<file path="src/rtl/imem_pkg.sv">
// Shared defaults and state encodings for the instruction-memory port arbiter.
// The memory is a single port shared by instruction fetch and the program loader.
package imem_pkg;

  localparam int DEPTH_DEF      = 128;
  localparam int AW_DEF         = 7;
  localparam int STARVE_MAX_DEF = 4;

  typedef enum logic {
    IDLE    = 1'b0,
    RD_WAIT = 1'b1
  } state_t;

  typedef enum logic {
    OWN_F = 1'b0,
    OWN_L = 1'b1
  } owner_t;

endpackage

</file>
<file path="src/rtl/imem_starve_cnt.sv">
// Saturating count of loader grants handed out while fetch is left waiting.
// o_sat tells the arbiter that fetch must win the next contended cycle.
module imem_starve_cnt
  import imem_pkg::*;
#(
  parameter int STARVE_MAX = STARVE_MAX_DEF,
  parameter int CW         = $clog2(STARVE_MAX + 1)
) (
  input  logic clk,
  input  logic rst_n,
  input  logic i_inc,
  input  logic i_clr,
  output logic o_sat
);

  logic [CW-1:0] r_cnt;

  // Clear takes precedence: a fetch grant or an absent fetch request ends starvation.
  always_ff @(posedge clk) begin
    if (!rst_n)
      r_cnt <= '0;
    else if (i_clr)
      r_cnt <= '0;
    else if (i_inc && (r_cnt != CW'(STARVE_MAX)))
      r_cnt <= r_cnt + 1'b1;
  end

  assign o_sat = (r_cnt == CW'(STARVE_MAX));

endmodule

</file>
<file path="src/rtl/imem_port_arbiter.sv">
// Arbitrates fetch and loader onto one instruction-memory port: single-cycle
// grants in IDLE, one-cycle read turnaround in RD_WAIT, out-of-range addresses flagged.
module imem_port_arbiter
  import imem_pkg::*;
#(
  parameter int DEPTH      = DEPTH_DEF,
  parameter int AW         = AW_DEF,
  parameter int STARVE_MAX = STARVE_MAX_DEF
) (
  input  logic          clk,
  input  logic          rst_n,
  input  logic          f_req,
  input  logic [31:0]   f_addr,
  output logic          f_gnt,
  output logic          f_rvalid,
  output logic          f_err,
  output logic [31:0]   f_rdata,
  input  logic          l_req,
  input  logic          l_we,
  input  logic [31:0]   l_addr,
  input  logic [31:0]   l_wdata,
  output logic          l_gnt,
  output logic          l_rvalid,
  output logic          l_err,
  output logic [31:0]   l_rdata,
  output logic          mem_en,
  output logic          mem_we,
  output logic [AW-1:0] mem_addr,
  output logic [31:0]   mem_wdata,
  input  logic [31:0]   mem_rdata,
  output logic          busy
);

  state_t      r_state;
  owner_t      r_owner;
  logic [31:0] r_f_rdata;
  logic [31:0] r_l_rdata;

  logic w_idle, w_sat;
  logic w_f_oob, w_l_oob;
  logic w_f_win, w_l_win;
  logic w_f_rd, w_l_rd, w_l_wr;
  logic w_f_rv, w_l_rv;

  // Every grant path is qualified by rst_n so outputs drop in the reset cycle itself.
  assign w_idle  = rst_n && (r_state == IDLE);
  assign w_f_oob = (f_addr >= 32'(DEPTH));
  assign w_l_oob = (l_addr >= 32'(DEPTH));

  assign w_f_win = w_idle && f_req && (!l_req || w_sat);
  assign w_l_win = w_idle && l_req && !w_f_win;

  assign w_f_rd  = w_f_win && !w_f_oob;
  assign w_l_rd  = w_l_win && !w_l_oob && !l_we;
  assign w_l_wr  = w_l_win && !w_l_oob &&  l_we;

  assign w_f_rv  = rst_n && (r_state == RD_WAIT) && (r_owner == OWN_F);
  assign w_l_rv  = rst_n && (r_state == RD_WAIT) && (r_owner == OWN_L);

  imem_starve_cnt #(
    .STARVE_MAX (STARVE_MAX)
  ) u_starve (
    .clk   (clk),
    .rst_n (rst_n),
    .i_inc (w_l_win && f_req),
    .i_clr (w_f_win || !f_req),
    .o_sat (w_sat)
  );

  always_ff @(posedge clk) begin
    if (!rst_n) begin
      r_state   <= IDLE;
      r_owner   <= OWN_F;
      r_f_rdata <= '0;
      r_l_rdata <= '0;
    end else begin
      if (w_f_rv) r_f_rdata <= mem_rdata;
      if (w_l_rv) r_l_rdata <= mem_rdata;
      case (r_state)
        IDLE: begin
          if (w_f_rd) begin
            r_state <= RD_WAIT;
            r_owner <= OWN_F;
          end else if (w_l_rd) begin
            r_state <= RD_WAIT;
            r_owner <= OWN_L;
          end
        end
        RD_WAIT: r_state <= IDLE;
        default: r_state <= IDLE;
      endcase
    end
  end

  assign f_gnt     = w_f_win;
  assign f_err     = w_f_win && w_f_oob;
  assign l_gnt     = w_l_win;
  assign l_err     = w_l_win && w_l_oob;

  assign mem_en    = w_f_rd || w_l_rd || w_l_wr;
  assign mem_we    = w_l_wr;
  assign mem_addr  = w_l_win ? l_addr[AW-1:0] : (w_f_win ? f_addr[AW-1:0] : '0);
  assign mem_wdata = w_l_wr ? l_wdata : '0;

  // Read data passes straight through on the rvalid cycle and is held afterwards.
  assign f_rvalid  = w_f_rv;
  assign l_rvalid  = w_l_rv;
  assign f_rdata   = !rst_n ? '0 : (w_f_rv ? mem_rdata : r_f_rdata);
  assign l_rdata   = !rst_n ? '0 : (w_l_rv ? mem_rdata : r_l_rdata);
  assign busy      = rst_n && (r_state == RD_WAIT);

endmodule

</file>
<file path="config.mk">
export PLATFORM = sky130hd
export DESIGN_NAME = imem_port_arbiter
export DESIGN_NICKNAME = d
export VERILOG_FILES = /design/src/rtl/imem_pkg.sv /design/src/rtl/imem_starve_cnt.sv /design/src/rtl/imem_port_arbiter.sv
export SDC_FILE = /design/constraint.sdc
export NUM_CORES = 1
export LEC_CHECK = 0
export CAP_MARGIN = 30
export CORE_MARGIN = 2
export CORE_UTILIZATION = 35
export DETAILED_ROUTE_END_ITERATION = 8
export GPL_ROUTABILITY_DRIVEN = 0
export PLACE_DENSITY = 0.83
export SLEW_MARGIN = 30
export SYNTH_ARGS = -nofsm -noshare
export SYNTH_HDL_FRONTEND = slang
export SYNTH_SLANG_ARGS = --single-unit
</file>
<file path="constraint.sdc">
create_clock -name clk -period 4.75 [get_ports clk]
set_input_delay 0.95 -clock clk [delete_from_list [all_inputs] [get_ports clk]]
set_output_delay 0.95 -clock clk [all_outputs]
set_load 0.05 [all_outputs]
</file>
==> run_summary.xml <==
<?xml version="1.0" encoding="UTF-8"?>
<metrics>
  <group name="finish">
    <metric name="layout.area.seq" unit="µm²">1380</metric>
    <metric name="layout.filler_cells" unit="">584</metric>
    <metric name="nNetsFinal" unit="">749</metric>
    <metric name="drive_gt1_share" unit="%">10.0</metric>
    <metric name="antennaDiodeCount" unit="">0</metric>
    <metric name="footprint_of_the_multi_input_gates" unit="µm²">1400</metric>
    <metric name="syn2layout_area_growth" unit="%">104</metric>
  </group>
  <group name="floorplanning">
    <metric name="fp-row-count" unit="">33</metric>
    <metric name="chipHeight" unit="µm">95.3</metric>
    <metric name="design.portCount" unit="">245</metric>
    <metric name="starting_density_of_the_core" unit="%">35.9</metric>
    <metric name="horizontal_die_dimension" unit="µm">95.3</metric>
    <metric name="area_of_the_die" unit="µm²">9090</metric>
    <metric name="floorplan.core_area" unit="µm²">8130</metric>
  </group>
  <group name="grt">
    <metric name="grt_max_degree" unit="">66</metric>
    <metric name="global_route_wire_length_before_repair" unit="µm">17700</metric>
    <metric name="gr-usage-all-layers" unit="%">25.8</metric>
    <metric name="first_global_vias" unit="">3325</metric>
    <metric name="remaining_overflow_grt" unit="">0</metric>
    <metric name="grt_antenna_before_repair" unit="">0</metric>
  </group>
  <group name="drt">
    <metric name="drc" unit="">0</metric>
    <metric name="avgViaCountPerCell" unit="">4.76</metric>
    <metric name="route.vias.total" unit="">3448</metric>
    <metric name="final_antenna_net_count" unit="">0</metric>
    <metric name="post_drt_wl_per_cell" unit="µm">16.0</metric>
    <metric name="first_iter_violations" unit="">92</metric>
    <metric name="first_pass_iters" unit="">4</metric>
    <metric name="wirelength" unit="µm">11600</metric>
  </group>
  <group name="synth">
    <metric name="synthesized_flop_and_latch_total" unit="">69</metric>
    <metric name="netlist_top_cells_count" unit="">sky130_fd_sc_hd__nand2_1, sky130_fd_sc_hd__dfxtp_1, sky130_fd_sc_hd__o21ai_0</metric>
    <metric name="syn_area_per_cell" unit="µm²">7.68</metric>
    <metric name="synthesis.nets" unit="">515</metric>
    <metric name="synth_async_sr_flop_share" unit="%">0</metric>
    <metric name="ys_top_cells_by_area" unit="">sky130_fd_sc_hd__dfxtp_1, sky130_fd_sc_hd__nand2_1, sky130_fd_sc_hd__o21ai_0, sky130_fd_sc_hd__and2_1, sky130_fd_sc_hd__nor4_1</metric>
    <metric name="synthesis.instances" unit="">380</metric>
    <metric name="yosys_most_used_dff" unit="">sky130_fd_sc_hd__dfxtp_1</metric>
    <metric name="netlist-cell-type-count" unit="">32</metric>
    <metric name="synthesis.yosys.warnings" unit="">0</metric>
    <metric name="synth-edff-count" unit="">0</metric>
    <metric name="mappedNetlistArea" unit="µm²">2920</metric>
    <metric name="yosys.area.top_type" unit="">sky130_fd_sc_hd__dfxtp_1</metric>
    <metric name="synth.yosys.seq_area_share" unit="%">47.3</metric>
    <metric name="yosys.cell_count.top_type" unit="">sky130_fd_sc_hd__nand2_1</metric>
    <metric name="synth_top_area_share" unit="%">47.3</metric>
  </group>
  <group name="sta">
    <metric name="post-route-period-util" unit="%">88.7</metric>
    <metric name="finalClockSkew" unit="ps">4.97</metric>
    <metric name="fmaxAchievable" unit="MHz">237</metric>
    <metric name="fin_hold_ws" unit="ps">478</metric>
    <metric name="min_period" unit="ps">4220</metric>
    <metric name="slew_violations" unit="">0</metric>
    <metric name="hold_viol" unit="">0</metric>
    <metric name="setup_violations" unit="">0</metric>
    <metric name="tightestPinTransition" unit="ps">557</metric>
    <metric name="unrepaired_setup_endpoints_after_global_routing" unit="">no</metric>
    <metric name="timing.slew.headroom" unit="%">62.7</metric>
    <metric name="setup-tns-final" unit="ps">0</metric>
  </group>
  <group name="critical_path">
    <metric name="timing.critical_path.required" unit="ps">3800</metric>
    <metric name="ff2ff_path_depth" unit="">6</metric>
    <metric name="cpMostUsedCell" unit="">sky130_fd_sc_hd__clkdlybuf4s50_1</metric>
    <metric name="worstSetupPathDepth" unit="">6</metric>
    <metric name="crit_path_buf_inv_count" unit="">2</metric>
    <metric name="worstPathCellList" unit="">clkdlybuf4s50_1, nor4_1, nand3_1, nor2_1, a21o_1, clkdlybuf4s50_1</metric>
    <metric name="critical_path.startpoint_type" unit="">primary input</metric>
    <metric name="worstPathArrival" unit="ps">3270</metric>
    <metric name="critical-path-slowest-cell" unit="">sky130_fd_sc_hd__clkdlybuf4s50_1</metric>
    <metric name="cp-end-kind" unit="">output port</metric>
    <metric name="criticalPathCategory" unit="">in2out</metric>
    <metric name="crit_fanout" unit="">3</metric>
    <metric name="slowest_delay" unit="ps">810</metric>
    <metric name="cp_top_family" unit="">buffers and inverters</metric>
  </group>
  <group name="clocking">
    <metric name="cts_tree" unit="">built</metric>
    <metric name="clkTransAtPathRegs" unit="ps">70</metric>
    <metric name="htree_num_levels" unit="">3</metric>
    <metric name="post_cts_resized" unit="">0</metric>
    <metric name="tritoncts.num_buffers" unit="">9</metric>
    <metric name="clock-root-buffer" unit="">sky130_fd_sc_hd__clkbuf_8</metric>
    <metric name="worst_skew_pair.late_latency" unit="ps">340</metric>
    <metric name="cts_setup_buffers" unit="">0</metric>
    <metric name="cts_hold_repair.buffers" unit="">0</metric>
    <metric name="cts.sink_count" unit="">69</metric>
    <metric name="max-clock-path-buffers" unit="">2</metric>
  </group>
  <group name="placement">
    <metric name="port_buffers" unit="">244</metric>
    <metric name="hpwlAfterDp" unit="µm">9280</metric>
  </group>
  <group name="power_and_ir_drop">
    <metric name="pwr_density_cell" unit="nW/µm²">212</metric>
    <metric name="power.static_leakage" unit="nW">2.16</metric>
    <metric name="power.ir.vdd_worst" unit="V">0.000148</metric>
  </group>
  <group name="min_path">
    <metric name="whs_path_depth" unit="">2</metric>
    <metric name="min-delay-path-class" unit="">reg2reg</metric>
  </group>
  <group name="flow_run">
    <metric name="cap_violations" unit="">0</metric>
  </group>
  <group name="status">
    <metric name="run_status" unit="">finished, final reports clean</metric>
  </group>
</metrics>
==> metrics by stage <==
stage | cells | setup slack, ps | instance area [µm²] | util, % | total power [mW]
floorplan | 380 | 703 | 2920 | - | 0.632
global placement | 708 | 613 | 5740 | 70.5 | 0.760
detailed placement | 708 | 578 | 5740 | 70.5 | 0.762
CTS | 724 | 572 | 5950 | 73.2 | 1.27
global route | 724 | 400 | 5950 | 73.2 | 1.31
finish | 724 | 535 | 5950 | 73.2 | 1.26
==> flip-flops by register name, indices dropped and copies added, names as in the netlist <==
signal and flops:
r_l_rdata 32, u_starve.r_cnt 3, r_f_rdata 32, r_state 1
r_owner 1
==> metal layers <==
layer / up-vias / share of wire [%] / GRT usage, %
met5: - / 0 / 0
met3: 24 / 10 / 10.4
li1: 1716 / - / -
met4: 0 / 2.2 / 8.45
met2: 159 / 49 / 43.8
met1: 1549 / 39 / 29.4
==> placed cells by master, fill, tap and decap left out, types with 3 or more instances in the layout <==
cell / synthesis / final
sky130_fd_sc_hd__nor4_1: 10 / 10
sky130_fd_sc_hd__o21ai_0: 64 / 64
sky130_fd_sc_hd__clkbuf_8: 0 / 9
sky130_fd_sc_hd__nor2_1: 9 / 9
sky130_fd_sc_hd__a22o_1: 7 / 7
sky130_fd_sc_hd__buf_12: 0 / 33
sky130_fd_sc_hd__and2_1: 33 / 33
sky130_fd_sc_hd__dfxtp_1: 69 / 69
sky130_fd_sc_hd__nand2_1: 129 / 129
sky130_fd_sc_hd__nor3_1: 3 / 3
sky130_fd_sc_hd__buf_4: 0 / 5
sky130_fd_sc_hd__inv_1: 3 / 3
sky130_fd_sc_hd__nand4_1: 3 / 3
sky130_fd_sc_hd__clkdlybuf4s50_1: 0 / 210
sky130_fd_sc_hd__nand3_1: 4 / 4
==> power breakdown <==
group          total, mW  internal, mW  switching (mW)
registers          0.578         0.578        0.000114
clock network      0.511         0.296           0.215
logic              0.172         0.110          0.0612
==> kinds of logic after synthesis <==
logic type      after synthesis  share of synthesized area (%)
xor+xnor                      2                          0.600
mux                           1                          0.343
buf+inv                      31                           5.01
compound gates               76                           14.5
simple gates                199                           31.4
fa+ha+maj                     2                          0.857
flops                        69                           47.3
==> worst register-to-register path, delay by kind of cell (launching register included) <==
| kind | cells | cell delay, ps |
|---|---|---|
| compound gates | 2 | 470 |
| fa+ha+maj | 1 | 210 |
| buf+inv | 1 | 80 |
| flops | 1 | 340 |
| simple gates | 2 | 610 |
==> final cells by class <==
cell class / instances / share of cell area [%]
Tap cell: 105 / 2.21
Clock inverter: 6 / 1.47
Inverter: 5 / 0.315
Multi-Input combinational cell: 280 / 23.5
Timing Repair Buffer: 249 / 47.1
Clock buffer: 10 / 2.14
Sequential cell: 69 / 23.2
==> path summary, 6_finish.rpt <==
path / startpoint / end / slack, ps
worst min register to register: r_f_rdata[3] / r_f_rdata[3] / 480
worst max-delay path: l_addr[18] / mem_en / 530
worst min-delay path: r_f_rdata[3] / r_f_rdata[3] / 480
worst max register to register: u_starve.r_cnt[0] / r_state / 3000
Power figures use the tool's default switching activity.
